### src/rtl/debug_module_mh.sv
// Multi-hart RISC-V debug module: DMI register decode, per-hart halt/resume
// handshakes and an abstract access-register command engine with ack timeout.
module debug_module_mh #(
  parameter int NUM_HARTS      = 1,
  parameter int DATA_COUNT     = 2,
  parameter int TIMEOUT_CYCLES = 255,
  localparam int HART_W        = (NUM_HARTS > 1) ? $clog2(NUM_HARTS) : 1
) (
  input  logic                 iClk,
  input  logic                 iRst,
  input  logic                 iDmiValid,
  input  logic                 iDmiWrite,
  input  logic [6:0]           iDmiAddr,
  input  logic [31:0]          iDmiWdata,
  output logic [31:0]          oDmiRdata,
  output logic [NUM_HARTS-1:0] oHaltReq,
  output logic [NUM_HARTS-1:0] oResumeReq,
  input  logic [NUM_HARTS-1:0] iResumeAck,
  input  logic [NUM_HARTS-1:0] iHalted,
  output logic                 oNdmReset,
  output logic                 oRegReq,
  output logic [HART_W-1:0]    oRegHart,
  output logic                 oRegWrite,
  output logic [15:0]          oRegNo,
  output logic [31:0]          oRegWdata,
  input  logic                 iRegAck,
  input  logic                 iRegErr,
  input  logic [31:0]          iRegRdata
);

  localparam logic [6:0] ADDR_DATA0      = 7'h04;
  localparam logic [6:0] ADDR_DMCONTROL  = 7'h10;
  localparam logic [6:0] ADDR_DMSTATUS   = 7'h11;
  localparam logic [6:0] ADDR_ABSTRACTCS = 7'h16;
  localparam logic [6:0] ADDR_COMMAND    = 7'h17;

  localparam int              CNT_W    = $clog2(TIMEOUT_CYCLES + 1);
  localparam logic [CNT_W-1:0] CNT_LAST = CNT_W'(TIMEOUT_CYCLES - 1);

  typedef enum logic {IDLE, REQ} state_t;

  state_t                 state_q, state_d;
  logic                   dmactive_q, dmactive_d;
  logic                   ndmreset_q, ndmreset_d;
  logic [9:0]             hartsel_q, hartsel_d;
  logic [NUM_HARTS-1:0]   haltreq_q, haltreq_d;
  logic [NUM_HARTS-1:0]   resumereq_q, resumereq_d;
  logic [NUM_HARTS-1:0]   resumeack_q, resumeack_d;
  logic [2:0]             cmderr_q, cmderr_d;
  logic [CNT_W-1:0]       cnt_q, cnt_d;
  logic [31:0]            data_q [DATA_COUNT];
  logic [31:0]            data_d [DATA_COUNT];
  logic [HART_W-1:0]      reg_hart_q, reg_hart_d;
  logic                   reg_write_q, reg_write_d;
  logic [15:0]            reg_no_q, reg_no_d;
  logic [31:0]            reg_wdata_q, reg_wdata_d;

  logic        busy;
  logic        wr;
  logic        hart_exists;
  logic        sel_halted;
  logic        sel_haltreq;
  logic        sel_resumeack;
  logic        data_hit;
  logic [31:0] data_rd;
  logic        unused_bits;

  assign unused_bits = ^{iDmiWdata[23], iDmiWdata[19]};

  assign busy        = (state_q == REQ);
  assign wr          = iDmiValid & iDmiWrite;
  assign hart_exists = ({1'b0, hartsel_q} < 11'(NUM_HARTS));

  // Per-hart status of the currently selected hart, and data* address decode
  always_comb begin
    sel_halted    = 1'b0;
    sel_haltreq   = 1'b0;
    sel_resumeack = 1'b0;
    for (int h = 0; h < NUM_HARTS; h++) begin
      if (hartsel_q == 10'(h)) begin
        sel_halted    = iHalted[h];
        sel_haltreq   = haltreq_q[h];
        sel_resumeack = resumeack_q[h];
      end
    end
    data_hit = 1'b0;
    data_rd  = '0;
    for (int i = 0; i < DATA_COUNT; i++) begin
      if (iDmiAddr == ADDR_DATA0 + 7'(i)) begin
        data_hit = 1'b1;
        data_rd  = data_q[i];
      end
    end
  end

  always_comb begin
    oDmiRdata = '0;
    if (!iDmiWrite) begin
      case (iDmiAddr)
        ADDR_DMCONTROL: begin
          oDmiRdata[31]    = sel_haltreq;
          oDmiRdata[25:16] = hartsel_q;
          oDmiRdata[1]     = ndmreset_q;
          oDmiRdata[0]     = dmactive_q;
        end
        ADDR_DMSTATUS: begin
          oDmiRdata[3:0] = 4'd3;
          oDmiRdata[7]   = 1'b1;
          if (hart_exists) begin
            oDmiRdata[9:8]   = {2{sel_halted}};
            oDmiRdata[11:10] = {2{~sel_halted}};
            oDmiRdata[17:16] = {2{sel_resumeack}};
          end else begin
            oDmiRdata[15:14] = 2'b11;
          end
        end
        ADDR_ABSTRACTCS: begin
          oDmiRdata[12]   = busy;
          oDmiRdata[10:8] = cmderr_q;
          oDmiRdata[3:0]  = 4'(DATA_COUNT);
        end
        default: begin
          if (data_hit && !busy) oDmiRdata = data_rd;
        end
      endcase
    end
  end

  always_comb begin
    state_d     = state_q;
    dmactive_d  = dmactive_q;
    ndmreset_d  = ndmreset_q;
    hartsel_d   = hartsel_q;
    haltreq_d   = haltreq_q;
    resumereq_d = resumereq_q;
    resumeack_d = resumeack_q;
    cmderr_d    = cmderr_q;
    cnt_d       = cnt_q;
    data_d      = data_q;
    reg_hart_d  = reg_hart_q;
    reg_write_d = reg_write_q;
    reg_no_d    = reg_no_q;
    reg_wdata_d = reg_wdata_q;

    if (dmactive_q) begin
      for (int h = 0; h < NUM_HARTS; h++) begin
        if (iResumeAck[h]) begin
          resumereq_d[h] = 1'b0;
          resumeack_d[h] = 1'b1;
        end
      end

      if (state_q == REQ) begin
        if (iRegAck) begin
          if (iRegErr)           cmderr_d  = 3'd3;
          else if (!reg_write_q) data_d[0] = iRegRdata;
          state_d = IDLE;
          cnt_d   = '0;
        end else if (cnt_q == CNT_LAST) begin
          cmderr_d = 3'd3;
          state_d  = IDLE;
          cnt_d    = '0;
        end else begin
          cnt_d = cnt_q + 1'b1;
        end
      end
    end

    // DMI writes; a new resume request overrides an ack in the same cycle
    if (wr) begin
      if (iDmiAddr == ADDR_DMCONTROL) begin
        dmactive_d = iDmiWdata[0];
        if (dmactive_q) begin
          ndmreset_d = iDmiWdata[1];
          hartsel_d  = iDmiWdata[25:16];
          for (int h = 0; h < NUM_HARTS; h++) begin
            if (iDmiWdata[25:16] == 10'(h)) begin
              haltreq_d[h] = iDmiWdata[31];
              if (iDmiWdata[30] && !iDmiWdata[31]) begin
                resumereq_d[h] = 1'b1;
                resumeack_d[h] = 1'b0;
              end
            end
          end
        end
      end else if (dmactive_q) begin
        if (busy && (iDmiAddr == ADDR_COMMAND || iDmiAddr == ADDR_ABSTRACTCS || data_hit)) begin
          if (cmderr_d == 3'd0) cmderr_d = 3'd1;
        end else if (iDmiAddr == ADDR_ABSTRACTCS) begin
          cmderr_d = cmderr_q & ~iDmiWdata[10:8];
        end else if (iDmiAddr == ADDR_COMMAND) begin
          if (cmderr_q == 3'd0) begin
            if (iDmiWdata[31:24] != 8'd0 || iDmiWdata[22:20] != 3'd2 || iDmiWdata[18]) begin
              cmderr_d = 3'd2;
            end else if (!hart_exists || !sel_halted) begin
              cmderr_d = 3'd4;
            end else if (iDmiWdata[17]) begin
              state_d     = REQ;
              cnt_d       = '0;
              reg_hart_d  = hartsel_q[HART_W-1:0];
              reg_write_d = iDmiWdata[16];
              reg_no_d    = iDmiWdata[15:0];
              reg_wdata_d = data_q[0];
            end
          end
        end else begin
          for (int i = 0; i < DATA_COUNT; i++) begin
            if (iDmiAddr == ADDR_DATA0 + 7'(i)) data_d[i] = iDmiWdata;
          end
        end
      end
    end
  end

  // Clearing dmactive resets the whole module on the same edge
  always_ff @(posedge iClk) begin
    if (iRst || !dmactive_d) begin
      state_q     <= IDLE;
      dmactive_q  <= 1'b0;
      ndmreset_q  <= 1'b0;
      hartsel_q   <= '0;
      haltreq_q   <= '0;
      resumereq_q <= '0;
      resumeack_q <= '0;
      cmderr_q    <= '0;
      cnt_q       <= '0;
      reg_hart_q  <= '0;
      reg_write_q <= 1'b0;
      reg_no_q    <= '0;
      reg_wdata_q <= '0;
      for (int i = 0; i < DATA_COUNT; i++) data_q[i] <= '0;
    end else begin
      state_q     <= state_d;
      dmactive_q  <= dmactive_d;
      ndmreset_q  <= ndmreset_d;
      hartsel_q   <= hartsel_d;
      haltreq_q   <= haltreq_d;
      resumereq_q <= resumereq_d;
      resumeack_q <= resumeack_d;
      cmderr_q    <= cmderr_d;
      cnt_q       <= cnt_d;
      reg_hart_q  <= reg_hart_d;
      reg_write_q <= reg_write_d;
      reg_no_q    <= reg_no_d;
      reg_wdata_q <= reg_wdata_d;
      for (int i = 0; i < DATA_COUNT; i++) data_q[i] <= data_d[i];
    end
  end

  assign oHaltReq   = haltreq_q;
  assign oResumeReq = resumereq_q;
  assign oNdmReset  = ndmreset_q;
  assign oRegReq    = busy;
  assign oRegHart   = reg_hart_q;
  assign oRegWrite  = reg_write_q;
  assign oRegNo     = reg_no_q;
  assign oRegWdata  = reg_wdata_q;

endmodule

### config.mk
export PLATFORM = sky130hd
export DESIGN_NAME = debug_module_mh
export DESIGN_NICKNAME = d
export VERILOG_FILES = /design/src/rtl/debug_module_mh.sv
export SDC_FILE = /design/constraint.sdc
export NUM_CORES = 1
export LEC_CHECK = 0
export CAP_MARGIN = 0
export CORE_ASPECT_RATIO = 1.2
export CORE_UTILIZATION = 40
export CTS_BUF_LIST = sky130_fd_sc_hd__clkbuf_2
export DETAILED_ROUTE_END_ITERATION = 12
export HOLD_SLACK_MARGIN = 0.1
export PLACE_DENSITY_LB_ADDON = 0.1
export RECOVER_POWER = 50
export SLEW_MARGIN = 20
export SYNTH_ARGS = -nofsm -noshare
export SYNTH_HDL_FRONTEND = slang
export SYNTH_SLANG_ARGS = --single-unit
### constraint.sdc
create_clock -name iClk -period 4.1 [get_ports iClk]
set_input_delay 0.41 -clock iClk [delete_from_list [all_inputs] [get_ports iClk]]
set_output_delay 0.41 -clock iClk [all_outputs]
set_load 0.005 [all_outputs]
# Yosys cells after proc, flatten, opt, wreduce, memory -nomap -nowiden
# Cells that the tools add are included.
# totals
output_inout_bits,86
in_bits,79
reg_bits,141
# classes
muxes,97
add_sub_neg,1
reduce_logical,27
bitwise,10
n_eq_ne,8
order_cmp,1
# ops
cell,n
64-bit two-way mux,6
32-bit two-way mux,11
8-bit two-way mux,14
3-bit two-way mux,16
1-bit two-way mux,36
7-bit by 5-bit == test with 1-bit output (second input constant),4
10-bit zero test,2
8-bit case mux with 2 select lines,1
7-bit by 3-bit == test with 1-bit output (second input constant),2
2-bit case mux with 3 select lines,2
10-bit by 1-bit less-than comparator with 1-bit output (second input constant),1
10-bit AND reduction,1
3-bit case mux with 3 select lines,1
8-bit by 1-bit adder with 8-bit output (second input constant),1
8-bit == test (second input constant),1
1-bit case mux with 2 select lines,4
8-bit nonzero test,1
1-bit NOT,7
7-bit AND reduction,1
3-bit zero test,2
1-bit logical OR,6
2-bit two-way mux,3
2-bit OR reduction,3
1-bit zero test,5
other kinds (11),13

# Logic depth before layout (Yosys ltp)
# depth
depth_word,15
mapped_depth,9
ltp_nobuf,6

# Least setup slack after synthesis
# OpenSTA, ideal clock, no wires.
# synth_timing
path_type,input to output
start,input port iDmiAddr[1]
end,output port oDmiRdata[22]
slack_ps,1758
path_stages,7
arrival_ps,1932
n_path_buf,2
cell_sequence,buf_2 -> or4b_1 -> nor3_2 -> buf_2 -> a22oi_1 -> a2bb2oi_1 -> nor2_1
# synth_via
elab_chain_len,7
# synth_lines
item,line,source
"start, declared",13,"input logic [6:0] iDmiAddr,"
7-bit by 3-bit == test with 1-bit output,89,if (iDmiAddr == ADDR_DATA0 + 7'(i)) begin
1-bit two-way mux (2 in series),89,
1-bit logical AND,123,if (data_hit && !busy) oDmiRdata = data_rd;
32-bit two-way mux,123,
8-bit case mux with 2 select lines (*),99,case (iDmiAddr)
32-bit two-way mux (*),98,if (!iDmiWrite) begin
"end, declared",15,"output logic [31:0] oDmiRdata,"
# Mark *: on every way between the ends. The rest lies on a longest branch, timed or not.

# Worst setup path after layout
# layout_timing
start,input port iDmiAddr[4]
end,output port oDmiRdata[31]
# layout_via
elab_chain_len,7
# layout_lines
item,line
7-bit by 3-bit == test with 1-bit output,89
1-bit two-way mux (2 in series),89
1-bit logical AND,123
32-bit two-way mux,123
1-bit case mux with 2 select lines (*),99
32-bit two-way mux (*),98
# Marks and branches as above.

==> impl_metrics.csv <==
group,metric,value,unit
clock_tree,cts_sinks,141,
synthesis,yosysWarnings,0,
route,vias,6583,
timing,setup_tns,0,ns
die,die_area,17330,sq um
synthesis,synth_nets,901,
placed_design,port_buffers,164,
min_path,hold_path_class,"primary input to register",
final_layout,stdcell_count,1170,
pwr,ir_worst_vdd,0.1466,mV
worst_setup_path,timing_worst_setup_path_type,"primary input to output pin",
timing,worst_slew_pin_slew,1.494,ns
timing,max_freq,277.5,MHz
clock_tree,cts-resized-gates,0,
final_layout,nFillCells,1593,
die,die_h,144.0,um
worst_setup_path,cp_max_fo,8,
worst_setup_path,crit_slowest_cell,"nor4b_1",
timing,finalSetupViolCount,0,
timing,hold_viol,0,
global_route,grt_use_met1,31.62,%
global_route,grt_antenna_before_repair,1,
global_route,grtUsageMet3,6.230,%
synthesis,ys_seq_elements,141,
final_layout,nets,1026,
placed_design,dp_cells,1138,
worst_setup_path,cp-start-kind,"primary input",
timing,slew_violations,0,
placed_design,gp_congestion,0.9115,
die,fp-row-count,51,
global_route,met2_usage,42.56,%
pwr,pwr_density_cell,263.4,nW/um^2
global_route,grt_pass1_vias,6375,
final_layout,drive_gt1_share,7.001,%
clock_tree,path_clk_slew,0.20,ns
global_route,grt_max_degree,56,
global_route,grt-ovfl-total,0,
global_route,grt_pass1_wl,34.10,mm
worst_setup_path,end_kind,"output pin",
global_route,track_usage,25.33,%
timing,rsz0062_at_grt,"false",
route,first_iter_violations,486,
clock_tree,root_buffer,"clkbuf_2",
clock_tree,ctsHtreeMaxLevel,4,
die,ios,165,
route,first_pass_iters,4,
clock_tree,clock_latency,0.72,ns
placed_design,hpwl,15.39,mm
synthesis,synth-seq-area-share,42.00,%
timing,finalCritPeriodShare,87.91,%
route,antenna_left,0,
die,initial_core_util,41.14,%
route,wl_per_cell,18.57,um
worst_setup_path,crit_family,"simple AND/OR/NAND/NOR gates",
die,fp.dieW,120.3,um
route,drc_errors,0,
synthesis,yosysUniqueCellTypes,53,
final_layout,multiInputGateArea,3536,sq um
route,routed_wl,21.72,mm
clock_tree,postCtsSetupBuffers,0,
worst_setup_path,cp.buffers_inverters,2,
worst_setup_path,cp_data_arrival_time,3.19,ns
run,drv_cap,1,
clock_tree,cts_buffers,17,
global_route,busiest_layer,"met2",
clock_tree,postCtsHoldBufs,0,
clock_tree,cts_tree,"built",
pwr,p_leak,0.003123,uW
timing,min_period,3.604,ns
timing,clock_skew,0.03066,ns
final_layout,area_growth,28.99,%
synthesis,avgSynthCellArea,8.195,sq um
final_layout,regArea,2823,sq um
timing,relSlewSlack,0.3714,%
synthesis,synthCells,820,
worst_setup_path,crit_required,3.69,ns
run_status,status,"complete, but fails checks",
synthesis,netlist_area,6720,sq um
run_status,violations,"max-capacitance violations",
die,core-area,16340,sq um
clock_tree,cts_max_path_buffers,2,
route,viasPerCell,5.626,
worst_setup_path,path_cells,"dlygate4sd3_1, nor4b_1, and2_0, a32oi_1, nor2_1, clkdlybuf4s50_1",
worst_setup_path,cpPeakStageDelay,0.84,ns
-- path summary, 6_finish.rpt --
| kind | slack (ns) | to | startpoint | depth (start not counted) |
|---|---|---|---|---|
| max | 0.50 | oDmiRdata[31] | iDmiAddr[4] | 6 |
| min | 0.31 | data_q[27] | iDmiWdata[27] | 3 |
| max reg2reg | 1.30 | data_q[40] | oRegReq | 5 |
| min reg2reg | 0.46 | data_q[1] | data_q[1] | 2 |
-- per-layer routing --
layer / up-vias / routed length [um]
met4: 0 / 296
li1: 3231 / -
met5: - / 0
met1: 3086 / 9310
met2: 240 / 10610
met3: 26 / 1508
-- stage by stage --
stage | hold WS [ns] | area (sq um) | power [uW] | util (%) | setup slack [ns]
4_1_cts | 0.2606 | 8695 | 2301 | 53.22 | 0.5314
3_3_place_gp | 0.4345 | 8491 | 1550 | 51.98 | 0.6324
2_1_floorplan | 0.4284 | 6720 | 1442 | - | 1.758
6_report | 0.3111 | 8668 | 2284 | 53.06 | 0.4958
5_1_grt | 0.2573 | 8668 | 2371 | 53.06 | 0.2317
3_5_place_dp | 0.4425 | 8491 | 1551 | 51.98 | 0.6254
-- where the power goes --
group	leakage, uW	internal, uW	switching, uW
clock	0.000136	276	484
combinational	0.00185	81.7	70.2
sequential	0.00113	1370	0.00257
total	0.00312	1730	554
-- logic make-up (layout without fill, tap and decap cells) --
family / Yosys count / in the layout / share of synthesized area, %
adders and majority gates: 2 / 2 / 0.3723
other: 0 / 1 / 0
and+or+nand+nor: 289 / 289 / 21.75
DFF: 141 / 141 / 42.00
muxes: 63 / 63 / 9.570
buffers and inverters: 88 / 225 / 5.623
AOI/OAI and AO/OA: 236 / 236 / 20.55
xor gates and xnor gates: 1 / 1 / 0.1304
-- worst register-to-register path, stage by stage, from the launching register on --
cell and delay [ns]:
dfxtp_1 0.61, and2_1 0.38, nand3_2 0.83, buf_4 0.51, mux2i_1 0.13, a211oi_1 0.25
-- synthesized netlist by cell type (all sizes together) --
master / instances / area share (%)
nor3: 14 / 1.1
a2bb2oi: 10 / 1.3
a32oi: 1 / 0.13
a21oi: 105 / 7.8
a211oi: 33 / 3.7
and2: 5 / 0.47
mux2: 7 / 1.2
nor4b: 4 / 0.84
nand2: 84 / 4.7
and4: 2 / 0.26
nor2: 75 / 4.2
a31oi: 6 / 0.56
and3: 6 / 0.56
o21ai: 57 / 4.2
o31ai: 1 / 0.11
a41oi: 1 / 0.13
or4: 2 / 0.22
a2111oi: 2 / 0.26
nand3b: 2 / 0.22
o32ai: 1 / 0.13
o22ai: 2 / 0.19
nand3: 10 / 0.74
nand2b: 3 / 0.28
and4b: 1 / 0.15
ha: 2 / 0.37
or4b: 3 / 0.45
inv: 7 / 0.39
dfxtp: 141 / 42
xnor2: 1 / 0.13
nand4: 57 / 5.3
mux2i: 56 / 8.4
a211o: 1 / 0.13
buf: 33 / 2.5
or2: 5 / 0.47
or3: 3 / 0.28
nor2b: 3 / 0.28
a22oi: 14 / 1.6
nor4: 4 / 0.47
or3b: 1 / 0.13
a41o: 2 / 0.30
clkbuf: 48 / 2.7
nor3b: 1 / 0.11
nand4b: 4 / 0.52
-- sequential cells by signal, summed over array words and instances (netlist names) --
name,count
oNdmReset,1
oRegWdata,32
oRegReq,1
oResumeReq,1
oRegNo,16
hartsel_q,10
cmderr_q,3
cnt_q,8
data_q,64
oRegHart,1
resumeack_q,1
dmactive_q,1
oRegWrite,1
oHaltReq,1
-- cell type report --
class / instances / area share [%]
antenna: 1 / 0.02887
clock buffer: 21 / 1.212
clock inverter: 10 / 1.140
inverter: 7 / 0.3031
multi-input combinational: 591 / 40.79
sequential: 141 / 32.56
tap: 212 / 3.060
timing repair buffer: 187 / 20.90
-- placed cells by master (no fill, tap or decap), types with 4 or more instances in the layout --
cell type / netlist / routed
nand4b_1: 4 / 4
inv_1: 7 / 7
a31oi_1: 6 / 6
nor3_1: 13 / 13
a21oi_1: 105 / 104
a211oi_1: 33 / 33
o21ai_0: 48 / 53
nor2_1: 75 / 75
clkbuf_2: 1 / 22
nand4_1: 57 / 57
o21ai_1: 9 / 4
nand3_1: 10 / 9
a2bb2oi_1: 10 / 10
dfxtp_1: 141 / 141
nand2_1: 84 / 84
buf_4: 3 / 19
clkinv_2: 0 / 4
and3_1: 6 / 6
dlygate4sd3_1: 0 / 54
mux2_2: 7 / 7
a22oi_1: 14 / 14
mux2i_1: 55 / 56
clkdlybuf4s50_1: 0 / 109
Note: power is estimated with default switching activity, not from simulation.
